$ cat config.mk
export PLATFORM = sky130hd
export DESIGN_NAME = stc_dbuf_sched
export DESIGN_NICKNAME = d
export VERILOG_FILES = /design/src/rtl/stc_dbuf_sched.sv
export SDC_FILE = /design/constraint.sdc
export NUM_CORES = 1
export LEC_CHECK = 0
export BUFFER_PORTS_ARGS = -buffer_cell sky130_fd_sc_hd__buf_2
export CAP_MARGIN = 10
export CORE_MARGIN = 2
export CORE_UTILIZATION = 51
export DETAILED_ROUTE_END_ITERATION = 10
export GPL_TIMING_DRIVEN = 0
export PLACE_DENSITY = 0.86
export REMOVE_ABC_BUFFERS = 1
export SLEW_MARGIN = 15
export SYNTH_ARGS = -nofsm -noshare
export SYNTH_HDL_FRONTEND = slang
export SYNTH_SLANG_ARGS = --single-unit
$ cat constraint.sdc
create_clock -name clk -period 3.1 [get_ports clk]
set_input_delay 0.31 -clock clk [delete_from_list [all_inputs] [get_ports clk]]
set_output_delay 0.31 -clock clk [all_outputs]
set_load 0.01 [all_outputs]
$ cat src/rtl/stc_dbuf_sched.sv
`default_nettype none
// ============================================================================
// Module   : stc_dbuf_sched
// Purpose  : Double-buffer job scheduler. It walks a job through three steps:
//            LOAD fills the buffer row by row from memory, COMPUTE arbitrates
//            PE write ports per buffer row with a round-robin pointer, and
//            DRAIN reads the rows back out. A one-cycle done pulse follows
//            the last drained row.
// Options  : STC_DBUF_SCHED_CONFLICT_CNT_EN adds conflict_cnt[15:0]. It counts
//            the COMPUTE cycles in which at least one request was denied.
// Revision : 1.0 - initial release
// ============================================================================
module stc_dbuf_sched #(
  parameter int M      = 16,
  parameter int N_PE   = 4,
  parameter int DW_COL = 4
) (
  input  logic                     clk,
  input  logic                     reset_n,
  input  logic                     start,
  output logic                     busy,
  output logic                     done,
  input  logic                     mem_valid,
  output logic                     mem_ready,
  output logic                     write_outside_en,
  output logic [DW_COL-1:0]        col_in,
  input  logic [N_PE-1:0]          pe_req,
  input  logic [N_PE*DW_COL-1:0]   pe_col,
  output logic [N_PE-1:0]          pe_gnt,
  input  logic                     compute_done,
  output logic                     out_valid,
  input  logic                     out_ready,
  output logic [DW_COL-1:0]        col_out
`ifdef STC_DBUF_SCHED_CONFLICT_CNT_EN
  ,
  output logic [15:0]              conflict_cnt
`endif
);

  localparam int RRW = (N_PE > 1) ? $clog2(N_PE) : 1;
  localparam logic [DW_COL-1:0] LAST_ROW = DW_COL'(M - 1);
  localparam logic [RRW-1:0]    LAST_RR  = RRW'(N_PE - 1);

  typedef enum logic [1:0] {
    IDLE    = 2'd0,
    LOAD    = 2'd1,
    COMPUTE = 2'd2,
    DRAIN   = 2'd3
  } state_t;

  state_t            state_q, state_d;
  logic [DW_COL-1:0] cnt_q, cnt_d;
  logic [RRW-1:0]    rr_q, rr_d;
  logic              done_q, done_d;
  logic              denied;

  // Distance of a PE from the round-robin pointer, walking upward modulo N_PE.
  // A smaller distance means a higher priority.
  function automatic int rr_dist(input int idx, input logic [RRW-1:0] rr);
    return (idx + N_PE - int'(rr)) % N_PE;
  endfunction

  // A requesting PE is granted unless a higher-priority PE wants the same row.
  always_comb begin
    pe_gnt = '0;
    if (state_q == COMPUTE) begin
      for (int i = 0; i < N_PE; i++) begin
        pe_gnt[i] = pe_req[i];
        for (int j = 0; j < N_PE; j++) begin
          if ((j != i) && pe_req[j] &&
              (pe_col[j*DW_COL +: DW_COL] == pe_col[i*DW_COL +: DW_COL]) &&
              (rr_dist(j, rr_q) < rr_dist(i, rr_q))) begin
            pe_gnt[i] = 1'b0;
          end
        end
      end
    end
  end

  assign denied = (state_q == COMPUTE) && (|(pe_req & ~pe_gnt));
  assign done   = done_q;

  // Compute the next state, the row counter, the pointer and the handshake outputs.
  always_comb begin
    state_d          = state_q;
    cnt_d            = cnt_q;
    rr_d             = rr_q;
    done_d           = 1'b0;
    mem_ready        = 1'b0;
    write_outside_en = 1'b0;
    col_in           = '0;
    out_valid        = 1'b0;
    col_out          = '0;
    busy             = (state_q != IDLE);
    case (state_q)
      IDLE: begin
        if (start) begin
          state_d = LOAD;
          cnt_d   = '0;
        end
      end
      LOAD: begin
        mem_ready        = 1'b1;
        write_outside_en = mem_valid;
        col_in           = cnt_q;
        if (mem_valid) begin
          if (cnt_q == LAST_ROW) begin
            cnt_d   = '0;
            state_d = COMPUTE;
          end else begin
            cnt_d = cnt_q + 1'b1;
          end
        end
      end
      COMPUTE: begin
        if (denied) begin
          rr_d = (rr_q == LAST_RR) ? '0 : rr_q + 1'b1;
        end
        // Outstanding requests keep the job in COMPUTE until they are served.
        if (compute_done && (pe_req == '0)) begin
          state_d = DRAIN;
        end
      end
      DRAIN: begin
        out_valid = 1'b1;
        col_out   = cnt_q;
        if (out_ready) begin
          if (cnt_q == LAST_ROW) begin
            cnt_d   = '0;
            state_d = IDLE;
            done_d  = 1'b1;
          end else begin
            cnt_d = cnt_q + 1'b1;
          end
        end
      end
      default: begin
        state_d = IDLE;
        cnt_d   = '0;
      end
    endcase
  end

  // Register the state. Reset aborts any job without producing a done pulse.
  always_ff @(posedge clk or negedge reset_n) begin
    if (!reset_n) begin
      state_q <= IDLE;
      cnt_q   <= '0;
      rr_q    <= '0;
      done_q  <= 1'b0;
    end else begin
      state_q <= state_d;
      cnt_q   <= cnt_d;
      rr_q    <= rr_d;
      done_q  <= done_d;
    end
  end

`ifdef STC_DBUF_SCHED_CONFLICT_CNT_EN
  // Count COMPUTE cycles with a denied request. The count saturates and clears when a job starts.
  always_ff @(posedge clk or negedge reset_n) begin
    if (!reset_n) begin
      conflict_cnt <= '0;
    end else if ((state_q == IDLE) && start) begin
      conflict_cnt <= '0;
    end else if (denied && (conflict_cnt != 16'hFFFF)) begin
      conflict_cnt <= conflict_cnt + 16'd1;
    end
  end
`endif

endmodule
`default_nettype wire

==> impl_results.md, run 1 <==
- Post-synth EDFFs: 0
- RSZ-0062 raised after global routing: false
- Largest cells by area after synthesis: dfrtp_1 22%, xnor2_1 20%, ha_1 12%
- Initial DRT Pass Iterations: 4
- Largest net degree at the start of global routing: 10
- CTS Buf Count: 3
- Grt ovf: 0
- Die W: 49.13 um
- # IOs: 43
- H-tree depth: 1
- Initial core utilization: 53.48%
- Status: complete, no violations
- Reg2Reg Setup Slack: 1.00 ns
- Critical-path cell list: inv_1 -> ha_1 -> a222oi_1 -> and2_0 -> nor2b_1 -> nand4_1 -> o21ai_0
- Clock transition at path regs: 0.06 ns
- Pleak: 0.6331 nW
- Vias: 1,062
- Crit. End Element: flop
- Post-synthesis cell count: 124
- Synth-to-Final Area Change: 26.99%
- Top-count cell post-synth: xnor2_1
- I/O Buffers: 42
- Cell variety after synth: 26
- # rows: 16
- Routed Antenna Nets: 0
- Max-slew headroom: 73.58%
- Clk Latency, worst-skew pair: 0.26 ns
- Vias in the first global route: 1,084
- Max incr delay on CP: 0.42 ns
- Pin slew with the least headroom to its limit: 0.3951 ns
- Die height: 49.13 um
- Average routed wire per standard cell: 13.56 um
- Avg Cell Area, Syn: 8.375 sq um
- Worst path slowest cell: a222oi_1
- DRC errors left: 0
- Post-synth ARST share: 100.0%
- Final Critical Period: 2.098 ns
- Finished layout cell area: 0.001319 sq mm
- Clock Skews: 0.007111 ns
- Nets: 208
- Seq/Total Area, Yosys: 21.69%
- Critical path fanouts, max: 8
- Final wirelength: 2685 um
- Global Route Usage Sum: 23.83%
- Setup-failing EPs final: 0
- Die area: 0.002413 sq mm
- CP Data Required Time: 3.27 ns
- CTS Buffer Depth: 2
- Main synth FF type: dfrtp_1
- Delay-heaviest family, CP: simple AND/OR/NAND/NOR gates
- F_max: 0.4767 GHz
- Hpwl dp: 2270 um
- Via density per instance: 5.364
- CTS tree: done
- Clk sinks: 9
- Max-cap violations: 0
- Fraction of layout cells with a size suffix above 1: 29.24%
- Routability cong.: 0.8413
- Placed standard-cell area: 0.001282 sq mm
- Startpoint Class: flop
- Post-synthesis cell area: 0.001038 sq mm
- Initial antenna violation count: 0
- Initial DRC count: 12
- Period utilisation layout: 67.67%
- Yosys reg bits: 9
- # diodes: 0
- Max-slew violations: 0
- Core box area: 0.001942 sq mm
- Fin Setup TNS: 0 ns
- Global-route wire length before repair: 4554 um
- Post-CTS setup buffer count: 0
- CP Class: reg -> reg
- Number of buffers and inverters on the critical path: 1
- Critical Path AT: 2.27 ns
- Pwr Total: 0.9002 mW
- Yosys warnings: 0
- Worst min path class: in -> reg
- Largest area contributor in the netlist: dfrtp_1
- Top cell type's share of synthesized area: 21.69%
- Hold Vio Cnt, Final: 0
- Clk root buf: clkbuf_4
- Top post-synthesis cells by count: 24 x xnor2_1, 13 x inv_1, 10 x ha_1
- Cell area power density: 682.6 mW/mm^2
- Max IR drop VDD: 0.5040 mV
-- flip-flops by register name, summed over array words and instances (netlist names) --
name	flops
cnt_q	4
rr_q	2
done	1
state_q	2
-- cell type report --
| class | count | area [sq um] |
|---|---|---|
| clock buffers | 4 | 26.28 |
| fillers | 174 | 623.1 |
| inverters | 13 | 48.80 |
| multi-input cells | 102 | 764.5 |
| flip-flops and latches | 9 | 225.2 |
| well taps | 27 | 33.78 |
| repair buffers | 43 | 220.2 |
-- layer usage --
metal / part of all wire [%] / global-route usage, %
met3: 3.9 / 4.294
met1: 40 / 25.29
met4: 1.4 / 7.143
met5: 0 / 0
met2: 55 / 46.62
-- per-stage QoR --
stage	hold WS, ns	instances	worst slack [ns]	utilization (%)
CTS	0.3408	198	0.9782	67.91
floorplan	0.01441	124	1.306	-
detailed placement	0.1743	193	1.025	66.04
global placement	0.1728	193	1.155	66.04
finish	0.3455	198	1.002	67.91
global route	0.3508	198	0.8423	67.91
-- cells in the final DEF (no fill, tap or decap), drive strengths merged, types with 7 or more instances in the layout --
master,instances
ha,10
nor2,7
buf,42
xnor2,24
nand2,8
nand4,7
dfrtp,9
and2,10
o21ai,9
inv,13
-- worst paths after layout --
path,start,endpoint,depth (start not counted)
max reg2reg,state_q[1],cnt_q[3],7
min,out_ready,done,2
max in group asynchronous,reset_n,rr_q[1],2
max,state_q[1],cnt_q[3],7
min in group asynchronous,reset_n,cnt_q[1],2
min reg2reg,cnt_q[3],cnt_q[3],1
-- power by group --
part           internal [mW]  switching, mW  total (mW)
Sequential             0.165         0.0593       0.225
Clock                 0.0495         0.0393      0.0888
Combinational          0.259          0.327       0.587
-- logic make-up after synthesis --
kind of cell    after synthesis  share of synthesized area [%]
buf+inv                      13                          4.699
flops                         9                          21.69
compound gates               23                          15.90
fa+ha+maj                    10                          12.05
xor+xnor                     24                          20.24
simple gates                 41                          21.08
mux                           4                          4.337
-- timing repair --
item                      CTS  global route
gates resized for setup     0             0
hold endpoints to repair    9             0
hold buffers                1             0
(Power assumes the default switching activity.)
==> run 2, diff against run 1 <==
--- a/config.mk
+++ b/config.mk
@@ -5,13 +5,14 @@
 export SDC_FILE = /design/constraint.sdc
 export NUM_CORES = 1
 export LEC_CHECK = 0
+export ABC_AREA = 1
 export BUFFER_PORTS_ARGS = -buffer_cell sky130_fd_sc_hd__buf_2
 export CAP_MARGIN = 10
 export CORE_MARGIN = 2
-export CORE_UTILIZATION = 51
+export CORE_UTILIZATION = 46
 export DETAILED_ROUTE_END_ITERATION = 10
 export GPL_TIMING_DRIVEN = 0
-export PLACE_DENSITY = 0.86
+export PLACE_DENSITY = 0.79
 export REMOVE_ABC_BUFFERS = 1
 export SLEW_MARGIN = 15
 export SYNTH_ARGS = -nofsm -noshare
==> constraint.sdc (replaced) <==
create_clock -name clk -period 1.77 [get_ports clk]
set_input_delay 0.177 -clock clk [delete_from_list [all_inputs] [get_ports clk]]
set_output_delay 0.177 -clock clk [all_outputs]
set_load 0.01 [all_outputs]
==> run 2 against run 1 <==
  * Area after synthesis grew 23%
  * Cell area grew 23%
  * Cell count grew 60%
  * Clock power grew 85%
  * Clock-buffer cell count is the same
  * Via count grew 39%
  * Power grew 100%
  * Die area grew 34%
  * Worst setup slack lost 0.94 ns
==> impl_results.md, run 2 <==
- Status: complete, no violations
- Fraction of layout cells with a size suffix above 1: 24.83%
- Post-Place Setup Slack: 0.01333 ns
- Worst path slowest cell: dfrtp_1
- Clk Latency, worst-skew pair: 0.27 ns
- Clk root buf: clkbuf_4
- H-tree depth: 1
- CTS Buf Count: 3
- Placed standard-cell area: 0.001524 sq mm
- Routability cong.: 0.8148
- Most frequent cells in the layout: 102 x nand2_1, 42 x buf_2, 36 x inv_1
- Number of buffers and inverters on the critical path: 2
- DRC errors left: 0
- Setup-failing EPs final: 0
- Fin Setup TNS: 0 ns
- Seq/Total Area, Yosys: 17.56%
- Reg2reg path depth: 12
- Finished layout cell area: 0.001619 sq mm
- Top cell type's share of synthesized area: 29.85%
- Initial DRC count: 79
- CP Class: reg -> out
- Largest net degree at the start of global routing: 11
- Post-synth ARST share: 100.0%
- Nets: 323
- # rows: 19
- Max incr delay on CP: 0.39 ns
- Largest regs: cnt_q (4), rr_q (2), state_q (2)
- Crit. End Element: primary output
- Delay-heaviest family, CP: flip-flops
- Post-synth EDFFs: 0
- Die area: 0.003226 sq mm
- Die height: 56.80 um
- CP Data Required Time: 1.59 ns
- Slack of the critical path: 0.06516 ns
- Critical-path cell list: buf_4 -> ha_1 -> nand2_1 -> nand3b_1 -> nand2_1 -> nor2_2 -> buf_2
- Hold Vio Cnt, Final: 0
- Clock transition at path regs: 0.06 ns
- Cell variety after synth: 25
- Max reg flops: 4
- Clk sinks: 9
- I/O Buffers: 42
- Max-slew violations: 0
- Grt ovf: 0
- Die W: 56.80 um
- Initial antenna violation count: 0
- Core box area: 0.002710 sq mm
- Main synth FF type: dfrtp_1
- Max IR drop VDD: 0.8556 mV
- Critical Path AT: 1.53 ns
- Max-cap violations: 0
- Avg Cell Area, Syn: 5.389 sq um
- Vias: 1,480
- Final wirelength: 3136 um
- Yosys reg bits: 9
- Hpwl dp: 2450 um
- Initial DRT Pass Iterations: 7
- Period utilisation layout: 96.32%
- Average routed wire per standard cell: 9.893 um
- CTS tree: done
- Vias in the first global route: 1,233
- Largest Register: cnt_q
- Yosys warnings: 0
- Commonest non-fill, non-tap cell in the layout: nand2_1
- Reg2Reg Setup Slack: 0.12 ns
- Synth-to-Final Area Change: 26.24%
- Largest area contributor in the netlist: nand2_1
- Startpoint Class: flop
- Pleak: 1.069 nW
- Worst min path class: in -> reg
- # IOs: 43
- Pin slew with the least headroom to its limit: 0.3124 ns
- CTS Buffer Depth: 2
- Post-synthesis cell count: 238
- Max-slew headroom: 79.11%
- F_max: 0.5866 GHz
- Top post-synthesis cells by count: 102 x nand2_1, 38 x inv_1, 28 x nor2_1
- Clock Skews: 0.005077 ns
- WP depth: 7
- Most frequent CP cell: nand2_1
- Global Route Usage Sum: 19.08%
- R2r endpoint: rr_q[1]
- Reg-to-Reg Start: rr_q[0]
- Top-count cell post-synth: nand2_1
- Critical path fanouts, max: 4
- Routed Antenna Nets: 0
- Cell area power density: 1133 mW/mm^2
- Filler instances: 293
- Final Critical Period: 1.705 ns
- Largest cells by area after synthesis: nand2_1 30%, dfrtp_1 18%, inv_1 11%
- Global-route wire length before repair: 4968 um
- # diodes: 0
- Hold depth: 2
- Crit path to: pe_gnt[2]
- Via density per instance: 4.669
- CP startpoint: rr_q[0]
- Hold Startpoint: out_ready
- Initial core utilization: 47.32%
- Post-synthesis cell area: 0.001282 sq mm
## run 2: changes by cell type in the layout (fill, tap and decap cells not counted), sizes merged, moves of 6 or more
cell | before | now
nor2 | 7 | 34
nand2 | 8 | 105
inv | 13 | 43
nand3 | 1 | 11
and2 | 10 | 0
xnor2 | 24 | 0
nand4 | 7 | 1
o21ai | 9 | 3
## run 2: metal layers
layer | track usage, % | vias up | routed length (um)
met4 | 6.977 | 0 | 29
met3 | 1.613 | 4 | 126
met1 | 25.53 | 631 | 1468
met2 | 31.89 | 37 | 1513
met5 | 0 | - | 0
li1 | - | 808 | -
## run 2: per-stage QoR
| stage | util [%] | hold WS [ns] | std cells | power, mW |
|---|---|---|---|---|
| 5_1_grt | 59.74 | 0.1873 | 317 | 2.024 |
| 6_report | 59.74 | 0.1856 | 317 | 1.834 |
| 3_3_place_gp | 56.23 | 0.04230 | 310 | 1.478 |
| 2_1_floorplan | - | -0.1186 | 237 | 1.191 |
| 4_1_cts | 58.26 | 0.1927 | 317 | 1.712 |
| 3_5_place_dp | 56.23 | 0.03990 | 310 | 1.500 |
## run 2: cell type report
class	count	area (sq um)	area share [%]
clock buffer	4	26.28	1.623
inverter	46	173.9	10.74
multi-input combinational	182	918.4	56.72
sequential	9	226.5	13.99
tap	31	38.79	2.396
timing repair buffer	45	235.2	14.53
## run 2: where the power goes
part | leakage, nW | internal [mW] | switching (mW) | total [mW]
registers | 0.112 | 0.296 | 0.0892 | 0.385
logic | 0.943 | 0.527 | 0.757 | 1.28
clock network | 0.0150 | 0.0873 | 0.0772 | 0.164
## run 2: what timing repair did
item | 4_1_cts | 5_1_grt
resized for setup | 2 | 8
hold buffers | 1 | 0
setup buffers | 2 | 0
endpoints found under the setup margin | 5 | 11
pin swaps | 0 | 1
hold endpoints to repair | 9 | 0
## run 2: logic make-up (layout without fill, tap and decap cells)
group,count (synthesis),in the layout,share of synthesized area [%]
flops,9,9,17.56
buf+inv,47,95,14.15
xor+xnor,2,2,1.366
fa+ha+maj,10,10,9.756
simple gates,159,159,52.29
compound gates,11,11,4.878
## run 2: how the worst min path moves through the flow
stage               endpoint  slack [ns]
floorplan           cnt_q[0]       -0.12
global placement    cnt_q[3]        0.04
detailed placement  cnt_q[3]        0.04
CTS                     done        0.19
global route            done        0.19
finish                  done        0.19
